### config.mk
export PLATFORM = sky130hd
export DESIGN_NAME = csr_bank
export DESIGN_NICKNAME = d
export VERILOG_FILES = /design/src/rtl/csr_bank_pkg.sv /design/src/rtl/csr_bank_reg.sv /design/src/rtl/csr_bank.sv
export SDC_FILE = /design/constraint.sdc
export NUM_CORES = 1
export LEC_CHECK = 0
export BUFFER_PORTS_ARGS = -buffer_cell sky130_fd_sc_hd__buf_4
export CORE_AREA = 4 4 231 233
export CTS_CLUSTER_DIAMETER = 150
export DETAILED_ROUTE_END_ITERATION = 10
export DIE_AREA = 0 0 235 237
export GPL_ROUTABILITY_DRIVEN = 0
export PLACE_DENSITY = 0.45
export SYNTH_ARGS = -nofsm -noshare
export SYNTH_HDL_FRONTEND = slang
export SYNTH_SLANG_ARGS = --single-unit
### constraint.sdc
create_clock -name clk_i -period 2.4 [get_ports clk_i]
set_input_delay 0.6 -clock clk_i [delete_from_list [all_inputs] [get_ports clk_i]]
set_output_delay 0.6 -clock clk_i [all_outputs]
set_load 0.005 [all_outputs]
### src/rtl/csr_bank_pkg.sv
// Shared types and helpers for the csr_bank register bank.
// - access_e : per-register access mode (RW / RO / W1C)
// - acc_mode : derives the mode of register i from the RO/W1C masks
// - ByteSz   : byte width used for wb_sel_i byte enables
package csr_bank_pkg;

  localparam int unsigned ByteSz  = 8;
  // Upper bound on register count accepted by acc_mode().
  localparam int unsigned MaxRegs = 256;

  typedef enum logic [1:0] {
    ACC_RW,
    ACC_RO,
    ACC_W1C
  } access_e;

  function automatic access_e acc_mode(input int unsigned i,
                                       input logic [MaxRegs-1:0] ro_mask,
                                       input logic [MaxRegs-1:0] w1c_mask);
    if (ro_mask[i])       return ACC_RO;
    else if (w1c_mask[i]) return ACC_W1C;
    else                  return ACC_RW;
  endfunction

endpackage

### src/rtl/csr_bank_reg.sv
// One register slice of csr_bank.
// Ports:
//   clk_i, rst_ni : clock, async active-low reset
//   we_i          : write strobe (one cycle, accepting edge)
//   sel_i, dat_i  : byte selects and write data
//   hw_i          : RO -> live value; W1C -> set bits; RW -> ignored
//   val_o         : current register value
// RO slices hold no state: the value is hw_i passed straight through.
module csr_bank_reg
  import csr_bank_pkg::*;
#(
  parameter int unsigned DataSz = 32,
  parameter access_e     Mode   = ACC_RW
) (
  input  logic                     clk_i,
  input  logic                     rst_ni,
  input  logic                     we_i,
  input  logic [DataSz/ByteSz-1:0] sel_i,
  input  logic [DataSz-1:0]        dat_i,
  input  logic [DataSz-1:0]        hw_i,
  output logic [DataSz-1:0]        val_o
);

  localparam int unsigned SelSz = DataSz / ByteSz;

  if (Mode == ACC_RO) begin : g_ro
    logic unused_ro;
    assign unused_ro = ^{clk_i, rst_ni, we_i, sel_i, dat_i};
    assign val_o     = hw_i;
  end else begin : g_stor
    logic [DataSz-1:0] val_q, val_d, bmask;

    always_comb begin
      bmask = '0;
      for (int b = 0; b < SelSz; b++) bmask[b*ByteSz +: ByteSz] = {ByteSz{sel_i[b]}};
    end

    if (Mode == ACC_W1C) begin : g_w1c
      // Clear first, then OR in hardware sets so a same-cycle set wins.
      always_comb begin
        val_d = val_q;
        if (we_i) val_d = val_q & ~(dat_i & bmask);
        val_d = val_d | hw_i;
      end
    end else begin : g_rw
      logic unused_rw;
      assign unused_rw = ^hw_i;
      always_comb begin
        val_d = val_q;
        if (we_i) val_d = (val_q & ~bmask) | (dat_i & bmask);
      end
    end

    always_ff @(posedge clk_i or negedge rst_ni) begin
      if (!rst_ni) val_q <= '0;
      else         val_q <= val_d;
    end

    assign val_o = val_q;
  end

endmodule

### src/rtl/csr_bank.sv
// Wishbone B4 classic control/status register bank.
// Ports:
//   clk_i, rst_ni          : clock, async active-low reset
//   wb_cyc_i .. wb_dat_i   : Wishbone slave inputs (word addressed)
//   wb_dat_o, wb_ack_o,
//   wb_err_o               : registered response, 1 cycle after accept
//   hw_dat_i               : per-register hardware value / W1C set bits
//   reg_bank_o             : flat register values, reg i at [DataSz*i +: DataSz]
//   reg_wr_o               : per-register write pulse, aligned with ack
//   irq_o                  : OR of all W1C bits (registered) when the
//                            CSR_BANK_IRQ_EN macro is defined, else 0
module csr_bank
  import csr_bank_pkg::*;
#(
  parameter int unsigned      AddrSz  = 4,
  parameter int unsigned      DataSz  = 32,
  parameter int unsigned      RegsNb  = 8,
  parameter logic [RegsNb-1:0] RoMask  = '0,
  parameter logic [RegsNb-1:0] W1cMask = '0
) (
  input  logic                       clk_i,
  input  logic                       rst_ni,
  input  logic                       wb_cyc_i,
  input  logic                       wb_stb_i,
  input  logic                       wb_we_i,
  input  logic [DataSz/ByteSz-1:0]   wb_sel_i,
  input  logic [AddrSz-1:0]          wb_adr_i,
  input  logic [DataSz-1:0]          wb_dat_i,
  output logic [DataSz-1:0]          wb_dat_o,
  output logic                       wb_ack_o,
  output logic                       wb_err_o,
  input  logic [DataSz*RegsNb-1:0]   hw_dat_i,
  output logic [DataSz*RegsNb-1:0]   reg_bank_o,
  output logic [RegsNb-1:0]          reg_wr_o,
  output logic                       irq_o
);

  if ((RoMask & W1cMask) != '0) begin : g_mask_chk
    $error("csr_bank: RoMask and W1cMask overlap");
  end
  if ((DataSz % ByteSz) != 0) begin : g_width_chk
    $error("csr_bank: DataSz must be a multiple of 8");
  end
  if (RegsNb > (2 ** AddrSz) || RegsNb > MaxRegs) begin : g_regs_chk
    $error("csr_bank: RegsNb out of range");
  end

  logic [RegsNb-1:0][DataSz-1:0] bank;
  logic                          ack_q, ack_d, err_q, err_d, req, mapped;
  logic [DataSz-1:0]             dat_q, dat_d, rd_val;
  logic [RegsNb-1:0]             wr_q, wr_d;

  // A pending response blocks acceptance, giving at most one transfer per 2 cycles.
  assign req    = wb_cyc_i & wb_stb_i & ~ack_q & ~err_q;
  assign mapped = 32'(wb_adr_i) < RegsNb;

  always_comb begin
    rd_val = '0;
    for (int i = 0; i < RegsNb; i++)
      if (wb_adr_i == AddrSz'(i)) rd_val = bank[i];
  end

  always_comb begin
    ack_d = 1'b0;
    err_d = 1'b0;
    dat_d = '0;
    wr_d  = '0;
    if (req) begin
      if (mapped) begin
        ack_d = 1'b1;
        if (wb_we_i) begin
          for (int i = 0; i < RegsNb; i++) wr_d[i] = (wb_adr_i == AddrSz'(i));
        end else begin
          dat_d = rd_val;
        end
      end else begin
        err_d = 1'b1;
      end
    end
  end

  always_ff @(posedge clk_i or negedge rst_ni) begin
    if (!rst_ni) begin
      ack_q <= 1'b0;
      err_q <= 1'b0;
      dat_q <= '0;
      wr_q  <= '0;
    end else begin
      ack_q <= ack_d;
      err_q <= err_d;
      dat_q <= dat_d;
      wr_q  <= wr_d;
    end
  end

  // wr_d doubles as the slice write enable: it is already qualified by accept + mapped + we.
  for (genvar g = 0; g < RegsNb; g++) begin : g_reg
    csr_bank_reg #(
      .DataSz (DataSz),
      .Mode   (acc_mode(g, MaxRegs'(RoMask), MaxRegs'(W1cMask)))
    ) u_reg (
      .clk_i  (clk_i),
      .rst_ni (rst_ni),
      .we_i   (wr_d[g]),
      .sel_i  (wb_sel_i),
      .dat_i  (wb_dat_i),
      .hw_i   (hw_dat_i[DataSz*g +: DataSz]),
      .val_o  (bank[g])
    );
  end

  assign reg_bank_o = bank;
  assign wb_ack_o   = ack_q;
  assign wb_err_o   = err_q;
  assign wb_dat_o   = dat_q;
  assign reg_wr_o   = wr_q;

`ifdef CSR_BANK_IRQ_EN
  logic [RegsNb-1:0] flag_any;
  logic              irq_q;
  for (genvar g = 0; g < RegsNb; g++) begin : g_irq
    assign flag_any[g] = W1cMask[g] ? |bank[g] : 1'b0;
  end
  always_ff @(posedge clk_i or negedge rst_ni) begin
    if (!rst_ni) irq_q <= 1'b0;
    else         irq_q <= |flag_any;
  end
  assign irq_o = irq_q;
`else
  assign irq_o = 1'b0;
`endif

endmodule

==> metrics.yaml, run 1 <==
skew_ns: 0.0272
totalWireLength_um: 55600
fmax_mhz: 440
ys.flop_type: "dfrtp_1"
viasPerCell: 4.87
slew_viol_final: 0
crit_arrival_ns: 2.69
crit_start: "wb_ack_o$_DFF_PN0_"
firstDrtPassIters: 4
reg2reg_slack_ns: 0.13
ys_async_sr_fraction_pct: 100
seq_area_frac_synth_pct: 56.4
hold_viol: 0
path_buf_inv: 0
drt_iter0_drc: 511
cts_buffers: 36
worstSkewPairLatency_ns: 0.55
clock-sinks: 298
cap_violations: 0
synth_fp_nets: 1306
crit_fanout: 10
cts_tree: "done"
min_path_type: "primary input to flip-flop"
tightest_slew_ns: 0.549
layout_commonest_cell: "buf_4"
period_minus_slack_ns: 2.27
setup_viol: 0
p_leak_nw: 9.05
dp_hpwl_um: 39600
startpoint_type: "flip-flop"
synthCells: 1005
die_w_um: 235
crit_type: "flip-flop to flip-flop"
syn_to_final_growth_pct: 38.0
root_buffer: "clkbuf_16"
critPathCaptureType: "flip-flop"
timing.slew.headroom_pct: 63.4
drc_errors: 0
syn-cell-area_mm2: 0.0132
final_layout_size_suffix_gt1_share_pct: 56.1
grt_pass1_wl_um: 79500
power.density_mw_per_mm2: 686
critPathRequiredTime_ns: 2.82
nFillCells: 5103
finalInstanceArea_mm2: 0.0182
finalPower_mw: 12.5
synth_area_per_cell_um2: 13.2
die-area_mm2: 0.0557
crit_chain: "nor2_1 -> and3_1 -> and3_2 -> nand2_2 -> mux2_1"
fp.coreArea_mm2: 0.0512
grt_max_degree: 77
rsz0062_at_grt: "no"
holdWs_ns: 0.317
vias: 10300
synth_edf_count: 0
rows: 83
fin_util_pct: 35.6
die_h_um: 237
portBuffers: 342
groute.usage.overall_pct: 19.4
r2r_start: "wb_ack_o$_DFF_PN0_"
grt_pass1_vias: 10800
synth_cell_type_count: 38
status: "completed"
path_delay_family: "simple AND/OR/NAND/NOR gates"
cts_buffer_depth: 3
nets: 1706
antenna_left: 0
h-tree-depth: 2
avgRoutedWirePerCell_um: 26.4
fin_cells: 2105
cts_setup_buffers: 0
hp-start: "wb_stb_i"
synth-seq-cells: 298
ios: 600
irDropWorstVdd_mv: 0.407
synth_warnings: 0
slowest_delay_ns: 0.45
antenna_found_initial: 4
initial_core_util_pct: 25.8
grt_overflow_total: 0
clk_pin_slew_ns: 0.06
period_share_pct: 94.8
final_cell_mix: "397 x buf_4, 298 x dfrtp_1, 281 x mux2_2, 50 x o21ai_0, 48 x nand2_1"
dp_cells: 2046
cp_slowest_cell: "and3_1"
placed_cell_area_mm2: 0.0171
[stage by stage]
stage               worst slack (ns)  TNS (ns)
finish                         0.125         0
global route                  0.0346         0
CTS                           0.0278         0
detailed placement            -0.174    -12.07
global placement              -0.171     -9.55
floorplan                      0.414         0
[cell usage after synthesis, types with 2 or more instances]
| cell | count | area [um^2] |
|---|---|---|
| dfrtp_1 | 298 | 7460 |
| a22oi_1 | 27 | 203 |
| buf_2 | 13 | 65.1 |
| o22ai_1 | 14 | 87.6 |
| mux2_1 | 3 | 33.8 |
| buf_6 | 2 | 22.5 |
| or3_1 | 2 | 12.5 |
| o2bb2ai_1 | 7 | 61.3 |
| inv_1 | 8 | 30.0 |
| mux2i_1 | 5 | 50.1 |
| nand2b_1 | 12 | 75.1 |
| a21oi_1 | 43 | 215 |
| mux4_2 | 7 | 158 |
| nor3_1 | 10 | 50.1 |
| nor2_2 | 2 | 12.5 |
| nand2_1 | 48 | 180 |
| clkbuf_1 | 28 | 105 |
| a32o_1 | 14 | 140 |
| o21ai_0 | 50 | 250 |
| nor3_2 | 3 | 30.0 |
| nor2b_1 | 11 | 68.8 |
| and3_1 | 9 | 56.3 |
| o221ai_1 | 16 | 140 |
| buf_4 | 8 | 60.1 |
| nor2_1 | 30 | 113 |
| a2bb2oi_1 | 12 | 105 |
| nand2_2 | 32 | 200 |
| mux2_2 | 281 | 3160 |
[per-layer routing]
metal,vias up,GRT usage (%),share of wire (%)
li1,4497,-,-
met1,5278,27.5,47
met4,0,5.03,1.9
met3,61,7.16,9.2
met2,417,27.9,42
met5,-,0,0
[worst reg2reg max path: stages (launching register included)]
cell and delay (ns):
dfrtp_1 0.42, nor2_1 0.16, and3_1 0.45, and3_2 0.44, nand2_2 0.27, mux2_1 0.40
[timing repair]
action                                  4_1_cts  5_1_grt
pin swaps                                     0        0
endpoints found under the hold margin        11        0
cloned                                        0        0
gates resized for setup                       1        3
hold buffers                                  1        0
endpoints found under the setup margin       28      108
[cell families (layout without fill, tap and decap cells)]
family | Yosys count | in the layout | synth area share, %
and+or+nand+nor | 165 | 165 | 6.48
DFF | 298 | 298 | 56.4
buffers and inverters | 60 | 478 | 2.17
other | 1 | 3 | 0.0283
AOI/OAI and AO/OA | 185 | 185 | 9.20
muxes | 296 | 296 | 25.7
[report_power, final]
part	internal, mW	leakage [nW]	switching, mW
clock network	3.07	0.531	2.12
registers	5.35	4.09	0.295
logic	0.881	4.43	0.805
[final cells by class]
type | instances | area [um^2] | share of cell area, %
repair buffers | 414 | 3310 | 18.1
flip-flops and latches | 298 | 7460 | 40.9
clock inverters | 4 | 52.6 | 0.288
well taps | 680 | 851 | 4.66
inverters | 8 | 30.0 | 0.165
multi-input cells | 647 | 5520 | 30.2
clock buffers | 52 | 1030 | 5.66
diodes | 2 | 5.00 | 0.0274
[path summary, 6_finish.rpt]
| path | to | cells after the start |
|---|---|---|
| max in group asynchronous | async pin | 3 |
| setup reg to reg | flip-flop | 5 |
| hold / removal | wb_ack_o$_DFF_PN0_ | 3 |
| min in group asynchronous | async pin | 2 |
| hold reg to reg | flip-flop | 1 |
| setup / recovery | flip-flop | 5 |
Power figures use the tool's default switching activity.
==> inputs of run 2 (changes only) <==
--- a/config.mk
+++ b/config.mk
@@ -6,12 +6,13 @@
 export NUM_CORES = 1
 export LEC_CHECK = 0
 export BUFFER_PORTS_ARGS = -buffer_cell sky130_fd_sc_hd__buf_4
-export CORE_AREA = 4 4 231 233
+export CORE_AREA = 4 4 233 235
+export CTS_BUF_LIST = sky130_fd_sc_hd__clkbuf_8
 export CTS_CLUSTER_DIAMETER = 150
 export DETAILED_ROUTE_END_ITERATION = 10
-export DIE_AREA = 0 0 235 237
+export DIE_AREA = 0 0 237 239
 export GPL_ROUTABILITY_DRIVEN = 0
-export PLACE_DENSITY = 0.45
+export PLACE_DENSITY = 0.44
 export SYNTH_ARGS = -nofsm -noshare
 export SYNTH_HDL_FRONTEND = slang
 export SYNTH_SLANG_ARGS = --single-unit
==> metrics.yaml, run 2 (synthesized netlist as in run 1, its figures left out) <==
critPathCaptureType: "flip-flop"  # unchanged
min_path_type: "primary input to flip-flop"  # unchanged
totalWireLength_um: 56300  # was 55600 um
path_buf_inv: 0  # unchanged
die_w_um: 237  # was 235 um
cap_violations: 0  # unchanged
dp_hpwl_um: 40700  # was 39600 um
die-area_mm2: 0.0566  # was 0.0557 mm^2
nFillCells: 5334  # was 5103
startpoint_type: "flip-flop"  # unchanged
final_layout_size_suffix_gt1_share_pct: 56.6  # was 56.1%
cp_slowest_cell: "and3_1"  # unchanged
period_minus_slack_ns: 2.32  # was 2.27 ns
worstSkewPairLatency_ns: 0.63  # was 0.55 ns
power.density_mw_per_mm2: 669  # was 686 mW/mm^2
fin_cells: 2159  # was 2105
syn_to_final_growth_pct: 37.7  # was 38.0%
path_delay_family: "simple AND/OR/NAND/NOR gates"  # unchanged
drc_errors: 0  # unchanged
clock-sinks: 298  # unchanged
antenna_left: 0  # unchanged
h-tree-depth: 2  # unchanged
firstDrtPassIters: 5  # was 4
hold_viol: 0  # unchanged
viasPerCell: 4.81  # was 4.87
portBuffers: 342  # unchanged
crit_type: "flip-flop to flip-flop"  # unchanged
placed_cell_area_mm2: 0.0171  # about the same
fp.coreArea_mm2: 0.0522  # was 0.0512 mm^2
cts_buffer_depth: 3  # unchanged
period_share_pct: 96.5  # was 94.8%
nets: 1728  # was 1706
clk_pin_slew_ns: 0.06  # about the same
dp_cells: 2058  # was 2046
root_buffer: "clkbuf_8"  # was clkbuf_16
crit_arrival_ns: 2.82  # was 2.69 ns
setup_tns_ns: 0  # unchanged
layout_commonest_cell: "buf_4"  # unchanged
cts_tree: "done"  # unchanged
p_leak_nw: 9.17  # was 9.05 nW
fin_util_pct: 34.9  # was 35.6%
grt_max_degree: 52  # was 77
grt_pass1_wl_um: 80700  # was 79500 um
setup_viol: 0  # unchanged
avgRoutedWirePerCell_um: 26.1  # was 26.4 um
ios: 600  # unchanged
grt_pass1_vias: 10900  # was 10800
crit_path_frequent_cell: "and3_1"
die_h_um: 239  # was 237 um
grt_overflow_total: 0  # unchanged
fmax_mhz: 432  # was 440 MHz
drt_iter0_drc: 537  # was 511
groute.usage.overall_pct: 19.4  # about the same
status: "completed"  # unchanged
final_cell_mix: "407 x buf_4, 298 x dfrtp_1, 281 x mux2_2, 68 x clkbuf_8, 50 x o21ai_0"  # was 397 x buf_4, 298 x dfrtp_1, 281 x mux2_2, 50 x o21ai_0, 48 x nand2_1
critPathRequiredTime_ns: 2.91  # was 2.82 ns
rsz0062_at_grt: "no"  # unchanged
slowest_delay_ns: 0.52  # was 0.45 ns
antenna_found_initial: 4  # unchanged
initial_core_util_pct: 25.3  # was 25.8%
multi_input_area_mm2: 0.00551  # was 0.00552 mm^2
rows: 84  # was 83
vias: 10400  # was 10300
holdWs_ns: 0.265  # was 0.317 ns
slew_viol_final: 0  # unchanged
crit_fanout: 8  # was 10
skew_ns: 0.0218  # was 0.0272 ns
cts_buffers: 54  # was 36
finalInstanceArea_mm2: 0.0182  # about the same
irDropWorstVdd_mv: 0.367  # was 0.407 mV
crit_chain: "nor2_1 -> and3_1 -> and3_1 -> nand2_2 -> mux2_2"  # was nor2_1 -> and3_1 -> and3_2 -> nand2_2 -> mux2_1
regArea_mm2: 0.00746  # unchanged
==> run 2: changes by cell type in the layout (fill, tap and decap cells not counted) <==
| cell | change |
|---|---|
| clkbuf_8 | +63 |
| clkinv_2 | +4 |
| buf_4 | +10 |
| clkbuf_1 | -10 |
| and3_2 | -3 |
| nand2b_2 | +1 |
| buf_12 | -6 |
| clkbuf_16 | -37 |
| and3_1 | +3 |
| nand2b_1 | -1 |
| inv_1 | +22 |
==> run 2: through the flow <==
step / setup slack, ns / power [mW]
after floorplan: 0.414 / 6.26
after global placement: -0.107 / 7.42
after detailed placement: -0.0958 / 7.44
after CTS: 0.0165 / 12.4
after global routing: 0.00183 / 12.8
final: 0.0839 / 12.2
==> run 2: final cells by class <==
class	instances	area share [%]
timing repair buffer	418	17.9
tap	688	4.72
inverter	8	0.165
multi-input combinational	647	30.3
clock buffer	68	5.14
sequential	298	40.9
clock inverter	30	0.852
antenna	2	0.0275
==> run 2: per-layer routing <==
layer	track usage, %	vias to the layer above	part of all wire [%]
li1	-	4553	-
met1	27.4	5322	46
met2	27.6	449	41
met3	8.61	58	11
met4	3.98	2	1.7
met5	0	-	0.012
==> run 2: worst paths after layout <==
check                                    from  slack [ns]  cells past startpoint   endpoint
max in group asynchronous              rst_ni        1.16                      3  async pin
min                              wb_dat_i[10]        0.26                      2  flip-flop
max                        wb_err_o$_DFF_PN0_        0.08                      5  flip-flop
max reg2reg                wb_err_o$_DFF_PN0_        0.08                      5  flip-flop
min in group asynchronous              rst_ni        0.50                      2  async pin
min reg2reg                         flip-flop        0.53                      1  flip-flop
==> run 2: worst reg2reg max path, delay by kind of cell, from the launching register on <==
family           cells  cell delay, ns
multiplexers         1            0.39
flip-flops           1            0.40
AND/OR/NAND/NOR      4            1.40
==> run 2: what timing repair did <==
item / in CTS / in global routing
endpoints found under the setup margin: 0 / 18
gates resized for setup: 0 / 1
hold buffers: 1 / 0
hold endpoints to repair: 40 / 0
buffers inserted: 0 / 0
==> run 2: power breakdown <==
group	internal (mW)	switching, mW
Combinational	0.875	0.803
Sequential	5.35	0.308
Clock	2.65	2.20
Total	8.87	3.31
